<file path="config.mk">
export PLATFORM = sky130hd
export DESIGN_NAME = instruction_memory_responder
export DESIGN_NICKNAME = d
export VERILOG_FILES = /design/src/rtl/core_pkg.sv /design/src/rtl/instr_store_1r1w.sv /design/src/rtl/instruction_memory_responder.sv
export SDC_FILE = /design/constraint.sdc
export NUM_CORES = 1
export LEC_CHECK = 0
export CORE_AREA = 2 2 293 295
export CTS_CLUSTER_SIZE = 8
export DETAILED_ROUTE_END_ITERATION = 8
export DIE_AREA = 0 0 295 297
export MAX_ROUTING_LAYER = met4
export PLACE_DENSITY = 0.68
export SYNTH_ARGS = -nofsm -noshare
export SYNTH_HDL_FRONTEND = slang
export SYNTH_SLANG_ARGS = --single-unit
</file>
<file path="constraint.sdc">
create_clock -name clk -period 2.9 [get_ports clk]
set_input_delay 0.435 -clock clk [delete_from_list [all_inputs] [get_ports clk]]
set_output_delay 0.435 -clock clk [all_outputs]
set_load 0.005 [all_outputs]
</file>
<file path="src/rtl/core_pkg.sv">
// Shared definitions for the instruction-memory responder: instruction width,
// the filler word for out-of-range fetches, and the boot-load FSM states.
package core_pkg;

    localparam int INSTR_W = 16;

    localparam logic [INSTR_W-1:0] NOP_WORD = 16'h0000;

    // The high byte of each word arrives first, then the low byte.
    // SERVE is entered once the image is complete.
    typedef enum logic [1:0] {
        LOAD_HI = 2'd0,
        LOAD_LO = 2'd1,
        SERVE   = 2'd2
    } load_state_t;

endpackage

</file>
<file path="src/rtl/instr_store_1r1w.sv">
// DEPTH x 16 instruction store with one synchronous write port and one
// registered read port. Out-of-range reads return NOP_WORD. The array itself
// has no reset so a loaded image survives rst_n; only the read register is reset.
module instr_store_1r1w #(
    parameter int                           DEPTH    = 64,
    parameter int                           ADDR_W   = 16,
    parameter logic [core_pkg::INSTR_W-1:0] NOP_WORD = core_pkg::NOP_WORD
) (
    input  logic                         clk,
    input  logic                         rst_n,
    input  logic                         we,
    input  logic [ADDR_W-1:0]            waddr,
    input  logic [core_pkg::INSTR_W-1:0] wdata,
    input  logic                         re,
    input  logic [ADDR_W-1:0]            raddr,
    output logic [core_pkg::INSTR_W-1:0] rdata,
    output logic                         rvalid
);
    import core_pkg::*;

    localparam int                IDX_W   = (DEPTH > 1) ? $clog2(DEPTH) : 1;
    localparam logic [ADDR_W-1:0] DEPTH_A = ADDR_W'(DEPTH);

    logic [INSTR_W-1:0] mem [DEPTH];

    logic raddr_in_range;
    logic waddr_in_range;

    assign raddr_in_range = (raddr < DEPTH_A);
    assign waddr_in_range = (waddr < DEPTH_A);

    // Write port: unreset storage, written only for in-range addresses.
    always_ff @(posedge clk) begin
        if (we && waddr_in_range) begin
            mem[waddr[IDX_W-1:0]] <= wdata;
        end
    end

    // Read port: one-cycle registered response; data holds when idle.
    always_ff @(posedge clk or negedge rst_n) begin
        if (!rst_n) begin
            rdata  <= NOP_WORD;
            rvalid <= 1'b0;
        end else begin
            rvalid <= re;
            if (re) begin
                rdata <= raddr_in_range ? mem[raddr[IDX_W-1:0]] : NOP_WORD;
            end
        end
    end

endmodule

</file>
<file path="src/rtl/instruction_memory_responder.sv">
// Responder end of the instruction-fetch interface. After reset it assembles
// 16-bit words from a byte-wide boot-load stream (high byte first) into the
// store, then switches to serving one-cycle-latency fetches.
module instruction_memory_responder #(
    parameter int                           DEPTH    = 64,
    parameter int                           ADDR_W   = 16,
    parameter logic [core_pkg::INSTR_W-1:0] NOP_WORD = core_pkg::NOP_WORD
) (
    input  logic                         clk,
    input  logic                         rst_n,
    input  logic [7:0]                   load_byte,
    input  logic                         load_valid,
    input  logic                         load_last,
    output logic                         load_ready,
    output logic                         load_done,
    output logic [ADDR_W-1:0]            load_words,
    input  logic                         fetch_req,
    input  logic [ADDR_W-1:0]            fetch_addr,
    output logic                         fetch_ready,
    output logic [core_pkg::INSTR_W-1:0] fetch_data,
    output logic                         fetch_valid
);
    import core_pkg::*;

    localparam logic [ADDR_W-1:0] DEPTH_A = ADDR_W'(DEPTH);

    load_state_t       state;
    load_state_t       state_next;
    logic [7:0]        hi_byte;
    logic [ADDR_W-1:0] words_inc;
    logic              store_we;
    logic              fetch_accept;

    assign words_inc    = load_words + ADDR_W'(1);
    assign fetch_accept = fetch_req && fetch_ready;

    // Load FSM state register; reset always restarts the load at address 0.
    always_ff @(posedge clk or negedge rst_n) begin
        if (!rst_n) begin
            state <= LOAD_HI;
        end else begin
            state <= state_next;
        end
    end

    // Next-state and handshake decode. load_valid is only sampled while
    // loading; load_last matters only on the low byte.
    always_comb begin
        state_next  = state;
        load_ready  = 1'b0;
        load_done   = 1'b0;
        fetch_ready = 1'b0;
        store_we    = 1'b0;
        case (state)
            LOAD_HI: begin
                load_ready = 1'b1;
                if (load_valid) begin
                    state_next = LOAD_LO;
                end
            end
            LOAD_LO: begin
                load_ready = 1'b1;
                if (load_valid) begin
                    store_we = 1'b1;
                    if (load_last || (words_inc == DEPTH_A)) begin
                        state_next = SERVE;
                    end else begin
                        state_next = LOAD_HI;
                    end
                end
            end
            SERVE: begin
                load_done   = 1'b1;
                fetch_ready = 1'b1;
            end
            default: begin
                state_next = LOAD_HI;
            end
        endcase
    end

    // High-byte latch and saturating word counter for the boot load.
    always_ff @(posedge clk or negedge rst_n) begin
        if (!rst_n) begin
            hi_byte    <= 8'h00;
            load_words <= '0;
        end else begin
            if ((state == LOAD_HI) && load_valid) begin
                hi_byte <= load_byte;
            end
            if (store_we && (load_words != DEPTH_A)) begin
                load_words <= words_inc;
            end
        end
    end

    instr_store_1r1w #(
        .DEPTH    (DEPTH),
        .ADDR_W   (ADDR_W),
        .NOP_WORD (NOP_WORD)
    ) u_store (
        .clk    (clk),
        .rst_n  (rst_n),
        .we     (store_we),
        .waddr  (load_words),
        .wdata  ({hi_byte, load_byte}),
        .re     (fetch_accept),
        .raddr  (fetch_addr),
        .rdata  (fetch_data),
        .rvalid (fetch_valid)
    );

endmodule

</file>
==> run metrics <==
Worst-Margin Slew between 1 and 1.5 ns; Syn. warnings 0; internal power ~29 mW; die area roughly 88,000 µm²; row cnt about 110; critical path class reg2reg; # DRC 0; Yosys reg bits between 1,000 and 1,500; Clock transition at path regs 0.05 ns; crit path launch type flip-flop; Max Clk Rate between 300 and 400 MHz; CTS tree yes; grt ovf 0; share of cells above drive strength 1 between 20% and 30%; post-layout util around three fifths; Pins Over Slew Limit 0; post-DP HPWL 75,400 µm; post-route ant nets 0; final period utilization about 95%; post-CTS sizing 0; first-pass GRT wire length between 150,000 and 200,000 µm; Final Hold Viols 0; wire per inst 32.1 µm; Via Count approximately 23,000; port bufs 64; CTS H-Tree Depth 4; routability cong. 1.00; asr flop ratio synth slightly above 4%; r2r setup slk around 0.15 ns; Clock Latency Late Sink roughly 0.73 ns; RSZ-0062 raised after global routing false; Hold Path Class in2async; Psw around 9.0 mW; WP data arrival 3.18 ns; CTS Buffer Depth 3; CP Capture Type flip-flop; maximum number of pins on one net before global-route repair 62; # Max-Cap Violations 0; Tmin final 2.75 ns; Mapped Area about 42,000 µm²; iteration-0 DRC count of the detailed router 3,118; outcome complete, no violations; GR Util All Layers about 28%; die height just under 300 µm; CTS buffer count 151; Synth Area per Inst around 20 µm²; Post-synth EDFFs between 1,000 and 1,500; initial antenna violation count 6; Worst EP required between 3 and 4 ns; combinational power share 7.8%; root buffer cell clkbuf_16; max_slew headroom around 20%; Final nets 2,409; P_leak 16.2 nW; register area share after synthesis between 70% and 80%; Sw Ratio a little under a quarter; post-DR vias/cell about 6.4; Finish-stage setup viols 0; Die Wd just under 300 µm; vias in the first global route ~23,000; Synth cell types 79; Cells after Synth around 2,000; Clock Skews between 0.02 and 0.03 ns; Peak VDD IR a little under 900 µV; area grow syn2layout 19.1%; Power Density about 760 nW/µm²; io pins between 60 and 70; CP max FO 10; setup TNS 0 ns; clock sink count 1,067; Starting Density roughly half; syn nets just over 2,000; clock power share between 40% and 50%; core area about 84,000 µm²; wirelength, routed around 120,000 µm; Reg power frac about half; Most used DFF post-synth edfxtp_1; DRT Pass-1 Iters 5
[power groups by stage]
stage | sequential [mW] | clock (mW) | combinational [mW]
global placement | 19.2 | 0 | 2.85
CTS | 18.9 | 16.0 | 2.94
finish | 18.9 | 15.8 | 2.95
detailed placement | 19.2 | 0 | 2.93
floorplan | 19.1 | 0 | 1.11
global route | 18.9 | 16.7 | 3.10
[final timing paths]
path / from / end / depth (start not counted)
max: load_words[11] / u_store.mem[43][1] / 7
max in group asynchronous: rst_n / u_store.rdata[4] / 3
min reg2reg: state[1] / state[0] / 1
min in group clk: fetch_addr[3] / u_store.rdata[3] / 4
max reg2reg: load_words[11] / u_store.mem[43][1] / 7
min: rst_n / load_words[14] / 2
[area by class of cell]
| cell class | count | area (µm²) |
|---|---|---|
| clock inverters | 14 | 203 |
| well taps | 1144 | 1430 |
| diodes | 7 | 17.5 |
| multi-input cells | 846 | 9180 |
| flip-flops and latches | 1067 | 31800 |
| fillers | 6000 | 34700 |
| clock buffers | 199 | 4010 |
| inverters | 9 | 33.8 |
| repair buffers | 303 | 3090 |
[sequential cells by signal, indices dropped and copies added, names as in the netlist]
name,cells
hi_byte,8
load_words,16
state,2
u_store.mem,1024
u_store.rdata,16
u_store.rvalid,1
[what timing repair did]
item                                   CTS  global route
hold buffers                             1             0
endpoints found under the hold margin   23             0
setup buffers                            0             0
[synth_stat cells (4+ instances only)]
| master | instances | area [µm²] |
|---|---|---|
| edfxtp_1 | 1024 | 30700 |
| nor4_1 | 22 | 138 |
| a32oi_1 | 8 | 70.1 |
| buf_4 | 31 | 233 |
| inv_1 | 7 | 26.3 |
| mux4_1 | 20 | 526 |
| o21ai_1 | 6 | 30.0 |
| buf_2 | 29 | 145 |
| o22ai_1 | 31 | 194 |
| o211a_1 | 4 | 40.0 |
| or3b_2 | 4 | 35.0 |
| o2bb2ai_1 | 4 | 35.0 |
| clkbuf_1 | 29 | 109 |
| nor3_1 | 32 | 160 |
| nor2b_1 | 27 | 169 |
| nand3b_1 | 5 | 37.5 |
| or4_1 | 6 | 45.0 |
| mux2i_1 | 70 | 701 |
| nand4_1 | 9 | 56.3 |
| o32ai_1 | 11 | 96.3 |
| o22a_1 | 9 | 78.8 |
| buf_1 | 9 | 33.8 |
| or3_1 | 7 | 43.8 |
| o2111ai_1 | 10 | 87.6 |
| o32a_1 | 5 | 50.1 |
| xnor2_1 | 16 | 140 |
| nor2_1 | 106 | 398 |
| nand2_1 | 55 | 206 |
| o21ai_0 | 7 | 35.0 |
| mux2_2 | 25 | 282 |
| a211oi_1 | 8 | 60.1 |
| buf_6 | 15 | 169 |
| o31ai_1 | 5 | 37.5 |
| dfrtp_1 | 43 | 1080 |
| or2_2 | 4 | 25.0 |
| nand2b_1 | 9 | 56.3 |
| a22o_1 | 13 | 114 |
| mux4_2 | 190 | 4280 |
| a22oi_1 | 25 | 188 |
| a2111oi_0 | 11 | 96.3 |
| nand3_1 | 35 | 175 |
[critical path: stages, from the launching register on]
cell	delay [ns]
dfrtp_1	0.44
nor4_1	0.30
nand3_1	0.24
nor4_2	0.55
nand3_1	0.18
buf_4	0.27
nor2_1	0.19
buf_4	0.25
[routing by layer]
metal  track usage (%)  wire (µm)
met1              37.6      44600
met5                 -          0
met2              41.1      54800
met3              6.86      12400
met4              8.65       3280
[stage by stage]
step                      worst slack (ns)  hold WS, ns  area [µm²]  cells  total power [mW]
after CTS                            0.241        0.103       49800   3582              37.8
after global placement               0.128        0.335       45600   3368              22.0
after global routing                0.0749        0.139       49800   3588              38.7
after detailed placement            0.0527        0.342       45600   3368              22.1
final                                0.153        0.126       49800   3589              37.7
after floorplan                     -0.102        0.139       41800   2042              20.2
[cells by family (layout without fill, tap and decap cells)]
| kind of cell | Yosys count | in the layout | synth area share (%) |
|---|---|---|---|
| buffers and inverters | 129 | 525 | 1.98 |
| adders and majority gates | 2 | 2 | 0.0599 |
| DFF | 1067 | 1067 | 76.1 |
| AOI/OAI and AO/OA | 173 | 173 | 3.23 |
| other | 0 | 7 | 0 |
| xor gates and xnor gates | 19 | 19 | 0.398 |
| muxes | 305 | 305 | 13.8 |
| and+or+nand+nor | 347 | 347 | 4.36 |
[layout by cell type (no fill, tap or decap), types with 31 or more instances in the layout]
cell type and n:
buf_12 55, clkbuf_16 153, buf_4 183, nand3_1 35, dfrtp_1 35, mux4_2 190, mux2i_1 70, clkbuf_1 45
o22ai_1 31, nand2_1 55, clkdlybuf4s50_1 50, nor2_1 100, edfxtp_1 1024
(Power assumes the default switching activity.)
